--- config.mk ---
export PLATFORM = sky130hd
export DESIGN_NAME = fire_sequencer
export DESIGN_NICKNAME = d
export VERILOG_FILES = /design/src/rtl/fire_sequencer.sv
export SDC_FILE = /design/constraint.sdc
export NUM_CORES = 1
export LEC_CHECK = 0
export BUFFER_PORTS_ARGS = -buffer_cell sky130_fd_sc_hd__buf_2
export CAP_MARGIN = 20
export CORE_ASPECT_RATIO = 0.9
export CORE_MARGIN = 5
export CORE_UTILIZATION = 30
export CTS_CLUSTER_DIAMETER = 120
export DETAILED_ROUTE_END_ITERATION = 10
export SLEW_MARGIN = 20
export SYNTH_ARGS = -nofsm -noshare
export SYNTH_HDL_FRONTEND = slang
export SYNTH_SLANG_ARGS = --single-unit
--- constraint.sdc ---
create_clock -name clk -period 6.5 [get_ports clk]
set_input_delay 0.975 -clock clk [delete_from_list [all_inputs] [get_ports clk]]
set_output_delay 0.975 -clock clk [all_outputs]
set_load 0.02 [all_outputs]
--- src/rtl/fire_sequencer.sv ---
`default_nettype none
// +--------------------------------------------------------------------------+
// | fire_sequencer: arm/charge/fire/dump sequencer for a capacitor igniter.  |
// | Optional macro ARM_TIMEOUT_EN adds a READY auto-disarm timeout. Rev 1.0  |
// +--------------------------------------------------------------------------+
module fire_sequencer #(
  parameter int unsigned DEBOUNCE_CYC  = 48000,
  parameter int unsigned CHARGE_TO_CYC = 240000000,
  parameter int unsigned FIRE_CYC      = 24000000,
  parameter int unsigned DUMP_CYC      = 4800000,
  parameter int unsigned PWM_PERIOD    = 1024,
  parameter int unsigned PWM_ON        = 64,
  parameter int unsigned ARM_TO_CYC    = 1440000000
) (
  input  logic       clk,
  input  logic       reset,
  input  logic       arm_button,
  input  logic       fire_button,
  input  logic       cont,
  input  logic       lt3420_done,
  output logic       lt3420_charge,
  output logic       pwm,
  output logic       dump,
  output logic       arm_led,
  output logic       cont_led,
  output logic       speaker,
  output logic [2:0] state
);

  function automatic int unsigned umax(input int unsigned a, input int unsigned b);
    return (a > b) ? a : b;
  endfunction

  localparam int unsigned MAX_DUR = umax(umax(CHARGE_TO_CYC, FIRE_CYC),
                                         umax(umax(DUMP_CYC, PWM_PERIOD), ARM_TO_CYC));
  localparam int CNT_W = $clog2(MAX_DUR + 1);
  localparam int DB_W  = (DEBOUNCE_CYC > 1) ? $clog2(DEBOUNCE_CYC) : 1;

  typedef enum logic [2:0] {
    S_IDLE   = 3'd0,
    S_CHARGE = 3'd1,
    S_READY  = 3'd2,
    S_FIRE   = 3'd3,
    S_DUMP   = 3'd4,
    S_FAULT  = 3'd5
  } state_t;

  state_t           cur, nxt;
  logic [CNT_W-1:0] cnt;
  logic [23:0]      tick;
  logic [3:0]       sync1, sync2;
  logic [1:0]       deb, deb_prev, press;
  logic             cont_s, done_s, arm_press, fire_press;
  logic             charge_d, pwm_d, dump_d, led_d, spk_d;

  // bit order: 0 arm, 1 fire, 2 cont, 3 done
  always_ff @(posedge clk) begin
    if (reset) begin
      sync1 <= '0;
      sync2 <= '0;
    end else begin
      sync1 <= {lt3420_done, cont, fire_button, arm_button};
      sync2 <= sync1;
    end
  end

  assign cont_s   = sync2[2];
  assign done_s   = sync2[3];
  assign cont_led = cont_s;

  for (genvar i = 0; i < 2; i++) begin : g_debounce
    logic [DB_W-1:0] db_cnt;
    logic            level;
    // level follows the input only after DEBOUNCE_CYC consecutive differing samples
    always_ff @(posedge clk) begin
      if (reset) begin
        db_cnt <= '0;
        level  <= 1'b0;
      end else if (sync2[i] == level) begin
        db_cnt <= '0;
      end else if (db_cnt == DB_W'(DEBOUNCE_CYC - 1)) begin
        db_cnt <= '0;
        level  <= sync2[i];
      end else begin
        db_cnt <= db_cnt + 1'b1;
      end
    end
    assign deb[i] = level;
  end

  always_ff @(posedge clk) begin
    if (reset) deb_prev <= '0;
    else       deb_prev <= deb;
  end

  assign press      = deb & ~deb_prev;
  assign arm_press  = press[0];
  assign fire_press = press[1];

  always_ff @(posedge clk) begin
    if (reset) begin
      cur           <= S_IDLE;
      cnt           <= '0;
      tick          <= '0;
      lt3420_charge <= 1'b0;
      pwm           <= 1'b0;
      dump          <= 1'b0;
      arm_led       <= 1'b0;
      speaker       <= 1'b0;
    end else begin
      cur  <= nxt;
      tick <= tick + 24'd1;
      if (nxt != cur)    cnt <= '0;
      else if (cnt != '1) cnt <= cnt + 1'b1;
      lt3420_charge <= charge_d;
      pwm           <= pwm_d;
      dump          <= dump_d;
      arm_led       <= led_d;
      speaker       <= spk_d;
    end
  end

  always_comb begin
    nxt      = cur;
    charge_d = 1'b0;
    pwm_d    = 1'b0;
    dump_d   = 1'b0;
    led_d    = 1'b0;
    spk_d    = 1'b0;
    case (cur)
      S_IDLE: begin
        if (arm_press && cont_s) nxt = S_CHARGE;
      end
      S_CHARGE: begin
        charge_d = 1'b1;
        led_d    = tick[22];
        if (done_s)                                   nxt = S_READY;
        else if (arm_press || !cont_s)                nxt = S_DUMP;
        else if (cnt >= CNT_W'(CHARGE_TO_CYC - 1))    nxt = S_FAULT;
      end
      S_READY: begin
        led_d = 1'b1;
        spk_d = tick[14];
        // arm is checked before fire so a simultaneous press disarms
        if (arm_press || !cont_s) nxt = S_DUMP;
        else if (fire_press)      nxt = S_FIRE;
`ifdef ARM_TIMEOUT_EN
        else if (cnt >= CNT_W'(ARM_TO_CYC - 1)) nxt = S_DUMP;
`endif
      end
      S_FIRE: begin
        led_d = 1'b1;
        pwm_d = (cnt % CNT_W'(PWM_PERIOD)) < CNT_W'(PWM_ON);
        if (cnt >= CNT_W'(FIRE_CYC - 1)) nxt = S_DUMP;
      end
      S_DUMP: begin
        dump_d = 1'b1;
        if (cnt >= CNT_W'(DUMP_CYC - 1)) nxt = S_IDLE;
      end
      S_FAULT: begin
        dump_d = 1'b1;
        led_d  = tick[20];
        if (arm_press && !deb[1]) nxt = S_IDLE;
      end
      default: nxt = S_IDLE;
    endcase
  end

  assign state = cur;

endmodule
`default_nettype wire

==> results.tsv <==
stage	metric	value	unit
sta	final_hold_viol_count	0	
finish	nNetsFinal	593	
setup_path	cp-end-kind	flip-flop	
synth	yosysSeqAreaShare	42.0	%
synth	synthesis.area	5050	sq um
sta	fmax	374	MHz
synth	ys.flop_type	dfxtp_1	
setup_path	arrival	2.91	ns
global_routing	antenna_found_initial	0	
setup_path	worstPathMaxFanout	31	
power	cellLeakagePower	1.80	nW
synth	avgSynthCellArea	8.55	sq um
synth	synth-warning-count	0	
sta	fin_ws	3.83	ns
setup_path	worstPathRequired	6.74	ns
cts	cts_buffer_depth	2	
placed_design	gp_congestion	0.823	
synth	synth_edf_count	0	
cts	root_buffer	clkbuf_16	
floorplan	fp-row-count	45	
cts	cts_buffers	9	
global_routing	overflow	0	
detailed_routing	drc	0	
power	max-vdd-ir-drop	117	uV
power	p_per_area	226	nW/um^2
synth	synth-xor-area-share	13.0	%
sta	worst_clock_skew	0.00798	ns
synth	yosysUniqueCellTypes	57	
synth	synth.area.mux_share	0.619	%
placed_design	port_buffers	14	
sta	fin_setup_tns	0	ns
global_routing	first_global_vias	3703	
finish	fill_cells	1717	
floorplan	die-area	19500	sq um
finish	multi_input_area	2710	sq um
cts	insertion_delay	0.35	ns
cts	postCtsResizedCells	0	
detailed_routing	routed_wl	10500	um
cts	cts_tree	done	
detailed_routing	vias_per_cell	4.97	
sta	rsz0062_at_grt	false	
placed_design	hpwl	7200	um
floorplan	ios	15	
synth	synth_fa_ha_area_share	0.991	%
floorplan	die_x	147	um
sta	timing.hold.ws	0.439	ns
synth	ys_seq_elements	106	
floorplan	start_util	30.2	%
synth	synth_top_family_by_area	simple AND/OR/NAND/NOR gates	
global_routing	grt_usage	11.0	%
setup_path	reg2reg_slack	3.83	ns
cts	post_cts_buffers	0	
finish	n_antenna_cell	0	
sta	finalSetupViolCount	0	
finish	drive_above_1_share	7.48	%
synth	synthesis.nets	601	
sta	slew-limit-headroom	50.5	%
cts	htree_levels	3	
finish	syn_to_final_growth	9.81	%
detailed_routing	drt_first_pass_iters	4	
cts	clkSinkCount	106	
cts	clk_pin_slew	0.07	ns
hold_path	hold_class	flip-flop to flip-flop	
placed_design	pre_cts_ws	3.55	ns
finish	ff_latch_area	2120	sq um
global_routing	grt_pass1_wl	18000	um
status	outcome	finished clean	
sta	worstMarginPinSlew	0.743	ns
sta	fin_crit_sh	41.1	%
synth	syn_inst	591	
detailed_routing	ant_nets	0	
detailed_routing	drt_iter0_markers	214	
floorplan	dieHeight	133	um
detailed_routing	post_drt_wl_per_cell	13.2	um
synth	synth-compound-area-share	6.39	%
synth	yosys.area_share.simple	32.5	%
detailed_routing	vias	3969	
sta	drv_slew	0	
global_routing	grt_max_degree	44	
setup_path	path_class	flip-flop to flip-flop	
cts	postCtsHoldBufs	0	
sta	finalCriticalPeriod	2.67	ns
setup_path	crit_path_start_kind	flip-flop	
flow_run	maxCapViolCount	0	
floorplan	core_area	16700	sq um
synth	synthArstFlopShare	0	%
[cells in the mapped netlist, drive strengths merged (2+ instances only)]
master,number,area share (%)
dfxtp,106,42
nor2,83,6.2
xnor2,44,7.6
nand3,37,3.7
nor4,37,4.7
nand2,33,2.5
xor2,31,5.4
nor3,25,2.5
nand4,23,2.8
and3,21,2.6
buf,19,2.3
clkbuf,17,1.3
a21oi,13,1.3
nor2b,13,1.6
inv,12,0.89
and4,9,1.6
o21ai,7,0.69
or3,6,0.74
and2,5,0.62
nand2b,5,0.62
ha,4,0.99
nor3b,4,0.59
nor4b,4,0.82
a2111oi,3,1.0
or2,3,0.37
a211o,2,0.35
a31oi,2,0.25
mux2i,2,0.40
o31ai,2,0.30
[flip-flops by register name, indices dropped and copies added, names as in the netlist]
register / cells
deb_prev: 2
dump: 1
state: 3
cnt: 31
g_debounce.level: 2
sync1: 4
g_debounce.db_cnt: 32
arm_led: 1
sync2: 4
pwm: 1
speaker: 1
tick: 23
lt3420_charge: 1
[critical path, cell delays in order (launching register included)]
cell and delay [ns]:
dfxtp_1 0.33, nor3_1 0.36, nor4b_1 0.47, nand3_1 0.20, nor4b_2 0.49, a2111oi_4 0.10
buf_4 0.27, a2111oi_0 0.34
[per-layer routing]
layer / vias to the layer above / track usage [%] / routed length, um
met2: 46 / 16.5 / 4480
met5: - / 0 / 0
met3: 9 / 2.41 / 294
met1: 1855 / 15.5 / 5630
met4: 0 / 4.18 / 129
li1: 2059 / - / -
[cell type report]
type                    instances  share of cell area, %
multi-input cells             437                   48.9
clock inverters                 6                   1.29
repair buffers                 17                   1.67
clock buffers                  10                   4.31
inverters                      12                  0.812
well taps                     211                   4.76
flip-flops and latches        106                   38.2
[where the power goes]
group,internal [mW],total (mW),switching (mW)
sequential,0.655,0.660,0.00501
combinational,0.00863,0.0237,0.0151
clock,0.313,0.568,0.255
[metrics by stage]
| step | instance area, sq um | total power, mW | instances | util (%) |
|---|---|---|---|---|
| finish | 5550 | 1.25 | 799 | 33.2 |
| global route | 5550 | 1.30 | 799 | 33.2 |
| CTS | 5550 | 1.27 | 799 | 33.2 |
| detailed placement | 5240 | 0.699 | 783 | 31.3 |
| global placement | 5240 | 0.699 | 783 | 31.3 |
| floorplan | 5050 | 0.692 | 591 | - |
[placed cells by master, fill, tap and decap left out, drive strengths merged, types with 2 or more instances in the layout]
master | netlist | final
a2111oi | 3 | 3
a211o | 2 | 2
a21oi | 13 | 13
a31oi | 2 | 2
and2 | 5 | 5
and3 | 21 | 21
and4 | 9 | 9
buf | 19 | 17
clkbuf | 17 | 10
clkinv | 0 | 2
dfxtp | 106 | 106
ha | 4 | 4
inv | 12 | 14
mux2i | 2 | 2
nand2 | 33 | 33
nand2b | 5 | 5
nand3 | 37 | 37
nand4 | 23 | 23
nor2 | 83 | 83
nor2b | 13 | 13
nor3 | 25 | 25
nor3b | 4 | 4
nor4 | 37 | 37
nor4b | 4 | 4
o21ai | 7 | 7
o31ai | 2 | 2
or2 | 3 | 3
or3 | 6 | 6
xnor2 | 44 | 44
xor2 | 31 | 31
[worst paths after layout]
kind | startpoint | endpoint | cells after the start
max reg2reg | cnt[30]$_SDFFE_PP0P_ | cnt[1]$_SDFFE_PP0P_ | 7
max | cnt[30]$_SDFFE_PP0P_ | cnt[1]$_SDFFE_PP0P_ | 7
min reg2reg | sync1[2]$_SDFF_PP0_ | sync2[2]$_SDFF_PP0_ | 1
min | sync1[2]$_SDFF_PP0_ | sync2[2]$_SDFF_PP0_ | 1
[kinds of logic (layout without fill, tap and decap cells)]
family / after synthesis / in the layout
AND/OR/NAND/NOR: 312 / 312
flip-flops: 106 / 106
XOR/XNOR: 75 / 75
buffers and inverters: 48 / 45
AO/OA/AOI/OAI: 43 / 43
adder cells (fa/ha/maj): 4 / 4
multiplexers: 3 / 3
Power figures use the tool's default switching activity.
